File: src/rtl/fp_alu_seq.sv
// fp_alu_seq: multi-cycle IEEE-754 add/sub/mul unit with valid/ready handshake,
// round-to-nearest-even, denormal flush-to-zero and per-result status flags.
module fp_alu_seq #(
    parameter int EXP_W = 8,
    parameter int MAN_W = 23,
    localparam int XLEN = 1 + EXP_W + MAN_W
) (
    input  logic            clk,
    input  logic            rst,
    input  logic            in_valid,
    output logic            in_ready,
    input  logic [1:0]      op,
    input  logic [XLEN-1:0] in1,
    input  logic [XLEN-1:0] in2,
    output logic            out_valid,
    input  logic            out_ready,
    output logic [XLEN-1:0] result,
    output logic [3:0]      flags
);

    // Working mantissa: hidden one normally sits at bit NP, with one spare bit
    // above it for add carries / mul products in [2,4).
    localparam int WW = 2 * MAN_W + 2;
    localparam int NP = 2 * MAN_W;
    localparam int EW = EXP_W + 3;
    localparam logic signed [EW-1:0] BIAS  = EW'((1 << (EXP_W - 1)) - 1);
    localparam logic signed [EW-1:0] EMAX  = EW'((1 << EXP_W) - 1);
    localparam logic signed [EW-1:0] EZERO = '0;
    localparam logic [XLEN-1:0] QNAN = {1'b0, {EXP_W{1'b1}}, 1'b1, {(MAN_W-1){1'b0}}};

    localparam logic [1:0] OP_SUB = 2'b01;
    localparam logic [1:0] OP_MUL = 2'b10;
    localparam logic [1:0] OP_RSV = 2'b11;

    typedef enum logic [2:0] {IDLE, EXEC, NORM, RND, DONE} state_t;
    state_t state, state_nx;

    // Right-shift m by d; every bit shifted out is folded into the LSB as sticky.
    function automatic logic [WW-1:0] align_fn(input logic [WW-1:0] m, input logic [EXP_W-1:0] d);
        logic [WW-1:0] sh;
        logic [WW-1:0] lost;
        if (int'(d) >= WW) begin
            sh   = '0;
            lost = m;
        end else begin
            sh   = m >> d;
            lost = m & ~({WW{1'b1}} << d);
        end
        return {sh[WW-1:1], sh[0] | (|lost)};
    endfunction

    // Index of the most significant set bit (0 when m is zero).
    function automatic int lead_fn(input logic [WW-1:0] m);
        int pos;
        pos = 0;
        for (int i = 0; i < WW; i++) begin
            if (m[i]) pos = i;
        end
        return pos;
    endfunction

    // Round-to-nearest-even on a normalised mantissa.
    // Returns {inexact, rounded significand with carry bit}.
    function automatic logic [MAN_W+2:0] rne_fn(input logic [WW-1:0] m);
        logic             g, r, s, up;
        logic [MAN_W+1:0] sum;
        g   = m[MAN_W-1];
        r   = m[MAN_W-2];
        s   = |m[MAN_W-3:0];
        up  = g & (r | s | m[MAN_W]);
        sum = m[WW-1:MAN_W] + {{(MAN_W+1){1'b0}}, up};
        return {g | r | s, sum};
    endfunction

    // Apply the rounding carry, then saturate to inf or flush to zero.
    // Returns {flags, packed result}.
    function automatic logic [XLEN+3:0] pack_fn(input logic sgn, input logic signed [EW-1:0] e,
                                                input logic [MAN_W+2:0] rnd);
        logic signed [EW-1:0] er;
        logic                 nz;
        er = e + EW'(rnd[MAN_W+1]);
        nz = rnd[MAN_W+1] | rnd[MAN_W];
        if (!nz)
            return {4'b0000, {XLEN{1'b0}}};
        else if (er >= EMAX)
            return {4'b0101, sgn, {EXP_W{1'b1}}, {MAN_W{1'b0}}};
        else if (er <= EZERO)
            return {4'b0011, sgn, {(XLEN-1){1'b0}}};
        else
            return {3'b000, rnd[MAN_W+2], sgn, er[EXP_W-1:0], rnd[MAN_W-1:0]};
    endfunction

    logic [1:0]      op_p0;
    logic [XLEN-1:0] a_p0, b_p0;

    logic                 byp_p1;
    logic [XLEN-1:0]      byp_res_p1;
    logic [3:0]           byp_flg_p1;
    logic                 sign_p1;
    logic signed [EW-1:0] exp_p1;
    logic [WW-1:0]        mant_p1;

    logic signed [EW-1:0] exp_p2;
    logic [WW-1:0]        mant_p2;

    logic                 sa, sb, sbe;
    logic [EXP_W-1:0]     ea, eb;
    logic [MAN_W-1:0]     fa, fb;
    logic                 a_nan, b_nan, a_inf, b_inf, a_zero, b_zero, snan;

    assign {sa, ea, fa} = a_p0;
    assign {sb, eb, fb} = b_p0;
    assign a_nan  = (&ea) & (|fa);
    assign b_nan  = (&eb) & (|fb);
    assign a_inf  = (&ea) & ~(|fa);
    assign b_inf  = (&eb) & ~(|fb);
    assign a_zero = ~(|ea);
    assign b_zero = ~(|eb);
    assign snan   = (a_nan & ~fa[MAN_W-1]) | (b_nan & ~fb[MAN_W-1]);
    assign sbe    = sb ^ (op_p0 == OP_SUB);

    logic                 a_big, s_l;
    logic [EXP_W-1:0]     e_l, e_s;
    logic [MAN_W-1:0]     f_l, f_s;
    logic [WW-1:0]        m_l, m_s, m_al, m_add, m_mul;
    logic signed [EW-1:0] e_mul;

    assign m_mul = WW'({1'b1, fa}) * WW'({1'b1, fb});
    assign e_mul = $signed({3'b000, ea}) + $signed({3'b000, eb}) - BIAS;

    // Add/sub datapath: order by magnitude, align the smaller operand, add or subtract.
    always_comb begin
        a_big = (ea > eb) || ((ea == eb) && (fa >= fb));
        e_l   = a_big ? ea : eb;
        e_s   = a_big ? eb : ea;
        f_l   = a_big ? fa : fb;
        f_s   = a_big ? fb : fa;
        s_l   = a_big ? sa : sbe;
        m_l   = {1'b0, 1'b1, f_l, {MAN_W{1'b0}}};
        m_s   = {1'b0, 1'b1, f_s, {MAN_W{1'b0}}};
        m_al  = align_fn(m_s, e_l - e_s);
        m_add = (sa ^ sbe) ? (m_l - m_al) : (m_l + m_al);
    end

    logic                 byp_x, sign_x;
    logic [XLEN-1:0]      byp_res_x;
    logic [3:0]           byp_flg_x;
    logic signed [EW-1:0] exp_x;
    logic [WW-1:0]        mant_x;

    // Special-operand resolution and choice of the arithmetic path.
    always_comb begin
        byp_x     = 1'b1;
        byp_res_x = QNAN;
        byp_flg_x = 4'b1000;
        sign_x    = s_l;
        exp_x     = $signed({3'b000, e_l});
        mant_x    = m_add;
        if (op_p0 == OP_RSV) begin
            byp_flg_x = 4'b1000;
        end else if (a_nan | b_nan) begin
            byp_flg_x = {snan, 3'b000};
        end else if (op_p0 == OP_MUL) begin
            sign_x = sa ^ sb;
            exp_x  = e_mul;
            mant_x = m_mul;
            if ((a_inf & b_zero) | (b_inf & a_zero)) begin
                byp_flg_x = 4'b1000;
            end else if (a_inf | b_inf) begin
                byp_res_x = {sa ^ sb, {EXP_W{1'b1}}, {MAN_W{1'b0}}};
                byp_flg_x = 4'b0000;
            end else if (a_zero | b_zero) begin
                byp_res_x = {sa ^ sb, {(XLEN-1){1'b0}}};
                byp_flg_x = 4'b0000;
            end else begin
                byp_x = 1'b0;
            end
        end else begin
            if (a_inf & b_inf & (sa != sbe)) begin
                byp_flg_x = 4'b1000;
            end else if (a_inf) begin
                byp_res_x = {sa, {EXP_W{1'b1}}, {MAN_W{1'b0}}};
                byp_flg_x = 4'b0000;
            end else if (b_inf) begin
                byp_res_x = {sbe, {EXP_W{1'b1}}, {MAN_W{1'b0}}};
                byp_flg_x = 4'b0000;
            end else if (a_zero & b_zero) begin
                byp_res_x = {sa & sbe, {(XLEN-1){1'b0}}};
                byp_flg_x = 4'b0000;
            end else if (a_zero) begin
                byp_res_x = {sbe, eb, fb};
                byp_flg_x = 4'b0000;
            end else if (b_zero) begin
                byp_res_x = {sa, ea, fa};
                byp_flg_x = 4'b0000;
            end else begin
                byp_x = 1'b0;
            end
        end
    end

    logic [WW-1:0]        mant_n;
    logic signed [EW-1:0] exp_n;
    int                   lz;

    // Normalise: one-bit right shift on carry, leading-one left shift on cancellation.
    always_comb begin
        lz     = NP - lead_fn(mant_p1);
        mant_n = mant_p1;
        exp_n  = exp_p1;
        if (mant_p1[WW-1]) begin
            mant_n = {1'b0, mant_p1[WW-1:2], mant_p1[1] | mant_p1[0]};
            exp_n  = exp_p1 + EW'(1);
        end else if (|mant_p1) begin
            mant_n = mant_p1 << lz;
            exp_n  = exp_p1 - EW'(lz);
        end
    end

    logic [MAN_W+2:0] rnd_x;
    logic [XLEN+3:0]  fin_x;

    assign rnd_x = rne_fn(mant_p2);
    assign fin_x = pack_fn(sign_p1, exp_p2, rnd_x);

    // Datapath registers: operand latch, EXEC results, NORM results.
    always_ff @(posedge clk) begin
        if (in_valid && in_ready) begin
            op_p0 <= op;
            a_p0  <= in1;
            b_p0  <= in2;
        end
        if (state == EXEC) begin
            byp_p1     <= byp_x;
            byp_res_p1 <= byp_res_x;
            byp_flg_p1 <= byp_flg_x;
            sign_p1    <= sign_x;
            exp_p1     <= exp_x;
            mant_p1    <= mant_x;
        end
        if (state == NORM) begin
            exp_p2  <= exp_n;
            mant_p2 <= mant_n;
        end
    end

    // State register and result/flags capture at the end of rounding.
    always_ff @(posedge clk) begin
        if (rst) begin
            state  <= IDLE;
            result <= '0;
            flags  <= '0;
        end else begin
            state <= state_nx;
            if (state == RND) begin
                if (byp_p1) {flags, result} <= {byp_flg_p1, byp_res_p1};
                else        {flags, result} <= fin_x;
            end
        end
    end

    // Next-state and handshake outputs.
    always_comb begin
        state_nx  = state;
        in_ready  = 1'b0;
        out_valid = 1'b0;
        case (state)
            IDLE: begin
                in_ready = 1'b1;
                if (in_valid) state_nx = EXEC;
            end
            EXEC: state_nx = NORM;
            NORM: state_nx = RND;
            RND:  state_nx = DONE;
            DONE: begin
                out_valid = 1'b1;
                if (out_ready) state_nx = IDLE;
            end
            default: state_nx = IDLE;
        endcase
    end

endmodule

File: config.mk
export PLATFORM = sky130hd
export DESIGN_NAME = fp_alu_seq
export DESIGN_NICKNAME = d
export VERILOG_FILES = /design/src/rtl/fp_alu_seq.sv
export SDC_FILE = /design/constraint.sdc
export NUM_CORES = 2
export LEC_CHECK = 0
export CORE_MARGIN = 2
export CORE_UTILIZATION = 62
export CTS_CLUSTER_SIZE = 20
export DETAILED_ROUTE_END_ITERATION = 8
export PLACE_DENSITY = 0.85
export SLEW_MARGIN = 25
export SYNTH_ARGS = -nofsm -noshare
export SYNTH_HDL_FRONTEND = slang
export SYNTH_SLANG_ARGS = --single-unit
File: constraint.sdc
create_clock -name clk -period 12.5 [get_ports clk]
set_clock_uncertainty 0.2 [all_clocks]
set_input_delay 3.125 -clock clk [delete_from_list [all_inputs] [get_ports clk]]
set_output_delay 3.125 -clock clk [all_outputs]
set_load 0.02 [all_outputs]
After elaboration in Yosys (flattened, before gate mapping)
Index checks and enable logic that the tools add are counted.
{"block": "op_classes", "mux": 109, "n_reduce_logical": 17, "shift": 3, "bitwise_logic": 38, "n_eq_ne": 11, "n_mul": 1, "n_addsub": 10, "order_cmp": 5}
{"operator": "32-bit two-way mux", "n": 57}
{"operator": "48-bit two-way mux", "n": 6}
{"operator": "48-bit OR reduction", "n": 2}
{"operator": "35-bit two-way mux", "n": 2}
{"operator": "47-bit by 48-bit adder with 48-bit output", "n": 1}
{"operator": "47-bit by 48-bit bitwise AND with 48-bit output", "n": 1}
{"operator": "24-bit by 24-bit multiplier with 48-bit output", "n": 1}
{"operator": "4-bit two-way mux", "n": 12}
{"operator": "48-bit inverter", "n": 1}
{"operator": "48-bit by 32-bit << shifter with 48-bit output", "n": 1}
{"operator": "48-bit by 8-bit << shifter with 48-bit output, first input constant", "n": 1}
{"operator": "47-bit by 8-bit >> shifter with 48-bit output", "n": 1}
{"operator": "47-bit by 48-bit subtractor with 48-bit output", "n": 1}
{"operator": "47-bit two-way mux", "n": 1}
{"operator": "23-bit two-way mux", "n": 2}
{"operator": "46-bit two-way mux", "n": 1}
{"operator": "23-bit OR reduction", "n": 2}
{"operator": "8-bit two-way mux", "n": 5}
{"operator": "34-bit two-way mux", "n": 1}
{"operator": "7-bit by 32-bit subtractor with 32-bit output, first input constant", "n": 1}
{"operator": "25-bit by 1-bit adder with 25-bit output", "n": 1}
{"operator": "23-bit greater-or-equal comparator", "n": 1}
{"operator": "11-bit two-way mux", "n": 2}
{"operator": "21-bit OR reduction", "n": 1}
{"operator": "other kinds (33)", "n": 89}
{"block": "word_totals", "output_inout_bits": 38, "in_bits": 70, "register_bits": 260, "wordCells": 212}

Depth between registers and ports, before layout
{"block": "depth", "ltp_word": 51, "mapped_depth": 50, "ltp_nobuf": 40}

Worst setup path before layout
OpenSTA, ideal clock, no wires.
{"block": "synth_path", "path_type": "flip-flop to flip-flop", "startpoint": "register a_p0[0]", "endpoint": "register mant_p1[46], data pin", "path_slack_ps": 3154, "n_path_buf": 10, "t_arrival_ps": 8875, "setup_ps": 270, "path_stages_with_launch": 46, "path_cell_list": "edfxtp_1 -> clkbuf_1 -> inv_1 -> clkbuf_1 -> ha_1 -> nand3_1 -> nor3_1 -> a221o_1 -> o21a_1 -> buf_2 -> o21ai_4 -> buf_6 -> buf_6 -> buf_6 -> buf_2 -> buf_1 -> a211oi_1 -> ha_1 -> [10 not listed] -> a21oi_1 -> nor2_1 -> o21ba_2 -> o21ai_0 -> a21oi_1 -> o21ai_0 -> a21oi_1 -> o21ai_0 -> a21oi_1 -> o31ai_1 -> a211oi_1 -> o41ai_1 -> a21oi_1 -> nor3_1 -> o21ai_0 -> a21o_1 -> xnor2_1 -> a21oi_1"}
{"block": "synth_between", "elab_chain_len": 16, "elab_cells_between_ends": 27, "cone_classes": "add/sub (3); mul (1); order compare (2); shift (2); mux (10); bitwise (5); reduce/logical (4)"}
{"element": "start, declared", "line": "94", "text": "logic [XLEN-1:0] a_p0, b_p0;"}
{"element": "start signal, assigned", "line": "230", "text": "a_p0 <= in1;"}
{"element": "23-bit greater-or-equal comparator", "line": "133", "text": "a_big = (ea > eb) || ((ea == eb) && (fa >= fb));"}
{"element": "1-bit logical AND", "line": "133"}
{"element": "1-bit logical OR", "line": "133"}
{"element": "8-bit two-way mux, on equally long branches", "line": "134, 135"}
{"element": "8-bit subtractor", "line": "141", "text": "m_al = align_fn(m_s, e_l - e_s);"}
{"element": "48-bit by 8-bit << shifter with 48-bit output", "line": "47", "text": "lost = m & ~({WW{1'b1}} << d);"}
{"element": "48-bit inverter", "line": "47"}
{"element": "47-bit by 48-bit bitwise AND with 48-bit output", "line": "47"}
{"element": "48-bit two-way mux", "line": "42", "text": "if (int'(d) >= WW) begin"}
{"element": "48-bit OR reduction", "line": "49", "text": "return {sh[WW-1:1], sh[0] | (|lost)};"}
{"element": "1-bit OR", "line": "49"}
{"element": "47-bit by 48-bit adder with 48-bit output / 47-bit by 48-bit subtractor with 48-bit output (equally long branches)", "line": "142", "text": "m_add = (sa ^ sbe) ? (m_l - m_al) : (m_l + m_al);"}
{"element": "48-bit two-way mux", "line": "142"}
{"element": "48-bit two-way mux", "line": "163", "text": "end else if (op_p0 == OP_MUL) begin"}
{"element": "48-bit two-way mux", "line": "161", "text": "end else if (a_nan | b_nan) begin"}
{"element": "48-bit two-way mux *", "line": "159", "text": "if (op_p0 == OP_RSV) begin"}
{"element": "via mant_x[46]", "line": "149", "text": "logic [WW-1:0] mant_x;"}
{"element": "end signal, assigned", "line": "239", "text": "mant_p1 <= mant_x;"}
{"element": "end, declared", "line": "101", "text": "logic [WW-1:0] mant_p1;"}
The timed path passes the listed nets; every way through them passes the cells marked *.
A chain may end at the register's enable or synchronous reset.

Worst setup path after layout
Ends and elaborated chain as after synthesis.

==> metrics.txt <==
status finished, final reports clean; hold_sp flags[0]; Clock Root Buffer clkbuf_16; area leader, netlist fa_1; post-synth top area share around 23%; fin nets ~5600; CTS tree done; most numerous cell in the Yosys netlist inv_1; syn nets 5729; Buffers on Ports 107; vias 36900; Required @ worst endpoint 12.67 ns; DRT iter0 DRCs 4850; CP Launch Type flip-flop; Setup CP Type flip-flop to flip-flop; Initial DRT Pass Iterations 6; clk_lat worst skew 0.64 ns; Layout area overhead 5.99%; WHS Endpoint flags[0]; CP max stage delay 0.85 ns; dpl hpwl 109000 um; Routed WL 143000 um; core box area 67000 um^2; crit path DAT 11.06 ns; clock sinks 257; Worst R2R Start a_p0[0]; Util after Layout 66.2%; DRC viols 0; sequential fraction of the synthesis area 17.5%; IO Pins 108; fin crit share 87.1%; Synth async-reset ratio 0%; FF-to-FF setup slack 1.61 ns; overall global routing resource usage 41.2%; Die W 264 um; Hold-fix buffers, CTS 0; Critical R2R Capture mant_p1[46]; Max Freq about 90 MHz; Syn. warnings 0; Netlist Area Pre-Place 41900 um^2; Starting Density a little over three fifths; Worst-path clk slew 0.07 ns; final-report hold violation count 0; final slew viol count 0; # H-tree levels 1; Worst Reg2Reg Path Length in Cells 36; fraction of layout cells with a size suffix above 1 5.38%; cts repair resizes 0; Layout Cells excl Fill between 5000 and 6000; antenna violations before repair 5; hold depth 2; total grt overflow 0; Post-Place Cells approximately 5600; Fin Hold WS between 0.2 and 0.3 ns; synth top area cells fa_1, edfxtp_1, ha_1, inv_1, nand2_1; Worst slew margin 34.7%; die span in y 264 um; ANT nets after route 0; FP Rows 95; first-pass GRT wire length 220000 um; TritonCTS buffer count 30; setup TNS 0 ns; Post-synth EDFFs roughly 220; largest net degree at the start of global routing 72; die area 69600 um^2; Crit path top cell by count a21oi_1; top_reg_cell synth edfxtp_1; via/cell ratio 6.51; cell count after synthesis slightly below 5000; routed len/inst ~25 um; Post-CTS Setup Inserts 0; actual slew at the worst max-slew pin 0.975 ns; Clock Tree Buf Depth 3; CP Max Fanout 30; Final Setup Violations 0; slowest CP cell o31ai_2; vias in the first global route 36900; fin crit period 10.89 ns; FF+latch count, synth 257; Critical Path Sink Type flip-flop; RSZ-0062 raised after global routing false; most frequent cells after synthesis inv_1, nand2_1, fa_1; max cap viols 0; synth unique cells 110; gpl congestion 1.01; Hold/Removal Path Class flip-flop to flip-flop; syn_area_per_cell approximately 8.6 um^2
## worst max-delay path, delay by kind of cell (launching register included)
kind / cells / cell delay (ns)
multiplexers: 3 / 1.09
flip-flops: 1 / 0.70
buffers and inverters: 1 / 0.53
XOR/XNOR: 1 / 0.13
AO/OA/AOI/OAI: 20 / 4.76
adder cells (fa/ha/maj): 3 / 1.21
AND/OR/NAND/NOR: 8 / 1.95
## cell type report
type	count	area (um^2)
multi-input cells	3618	30800
flip-flops and latches	257	7330
clock inverters	18	143
fillers	5384	22600
well taps	873	1090
diodes	1	2.50
repair buffers	187	1670
clock buffers	37	808
inverters	676	2540
## worst max-delay path by stage
| stage | endpoint | slack [ns] | from |
|---|---|---|---|
| after floorplan | mant_p1[46] | 3.15 | a_p0[0] |
| after global placement | mant_p1[46] | 2.10 | a_p0[0] |
| after detailed placement | mant_p1[46] | 1.96 | a_p0[0] |
| after CTS | mant_p1[46] | 1.94 | a_p0[0] |
| after global routing | mant_p1[46] | 0.96 | a_p0[0] |
| final | mant_p1[46] | 1.61 | a_p0[0] |
## cell families after synthesis
logic type / count (synthesis) / synth area share [%]
simple gates: 1597 / 18.1
buf+inv: 993 / 9.15
compound gates: 907 / 14.3
fa+ha+maj: 792 / 32.3
flops: 257 / 17.5
mux: 181 / 5.61
xor+xnor: 141 / 2.95
## registers in the layout (all words and copies together) (netlist names), 2 cells and up
name and count:
op_p0 2, byp_res_p1 32, a_p0 32, flags 4
exp_p1 10, b_p0 32, exp_p2 11, state 3
result 32, mant_p2 48, mant_p1 48
## layer usage
metal  wire [um]  vias up  track usage (%)
met5          25        -                0
met4        9390        4             21.8
met3       15200      526             8.89
met2       64500     2322             65.1
met1       53800    17900             53.3
li1            -    16200                -
## through the flow
stage / instance area [um^2] / setup slack (ns)
4_1_cts: 44400 / 1.94
6_report: 44400 / 1.61
3_3_place_gp: 43400 / 2.10
3_5_place_dp: 43400 / 1.96
5_1_grt: 44400 / 0.956
2_1_floorplan: 41900 / 3.15
## cells in the final DEF, fill, tap and decap left out, drive strengths merged, types with 20 or more instances in the layout
master	netlist	layout
nand4	43	43
a21oi	242	242
nor2b	23	23
ha	306	306
o21bai	24	24
dfxtp	39	39
buf	59	80
nand2b	31	31
o21ai	224	224
edfxtp	218	218
o221ai	20	20
mux2i	123	123
and3	42	42
o31ai	31	31
fa	485	485
a31oi	36	36
o211ai	34	34
and2	207	207
nor2	282	282
inv	673	677
mux4	41	41
a211oi	35	35
xnor2	100	100
clkdlybuf4s50	0	107
nor3	102	102
o22ai	25	25
xor2	41	41
a221oi	32	32
o21a	20	20
nand2	668	668
nand3	95	95
a21o	39	39
clkbuf	258	37
nor4	36	36
or3	27	27
Power is not shown: default switching activity piles up to over one toggle a cycle in this logic, so the estimate is an artifact.
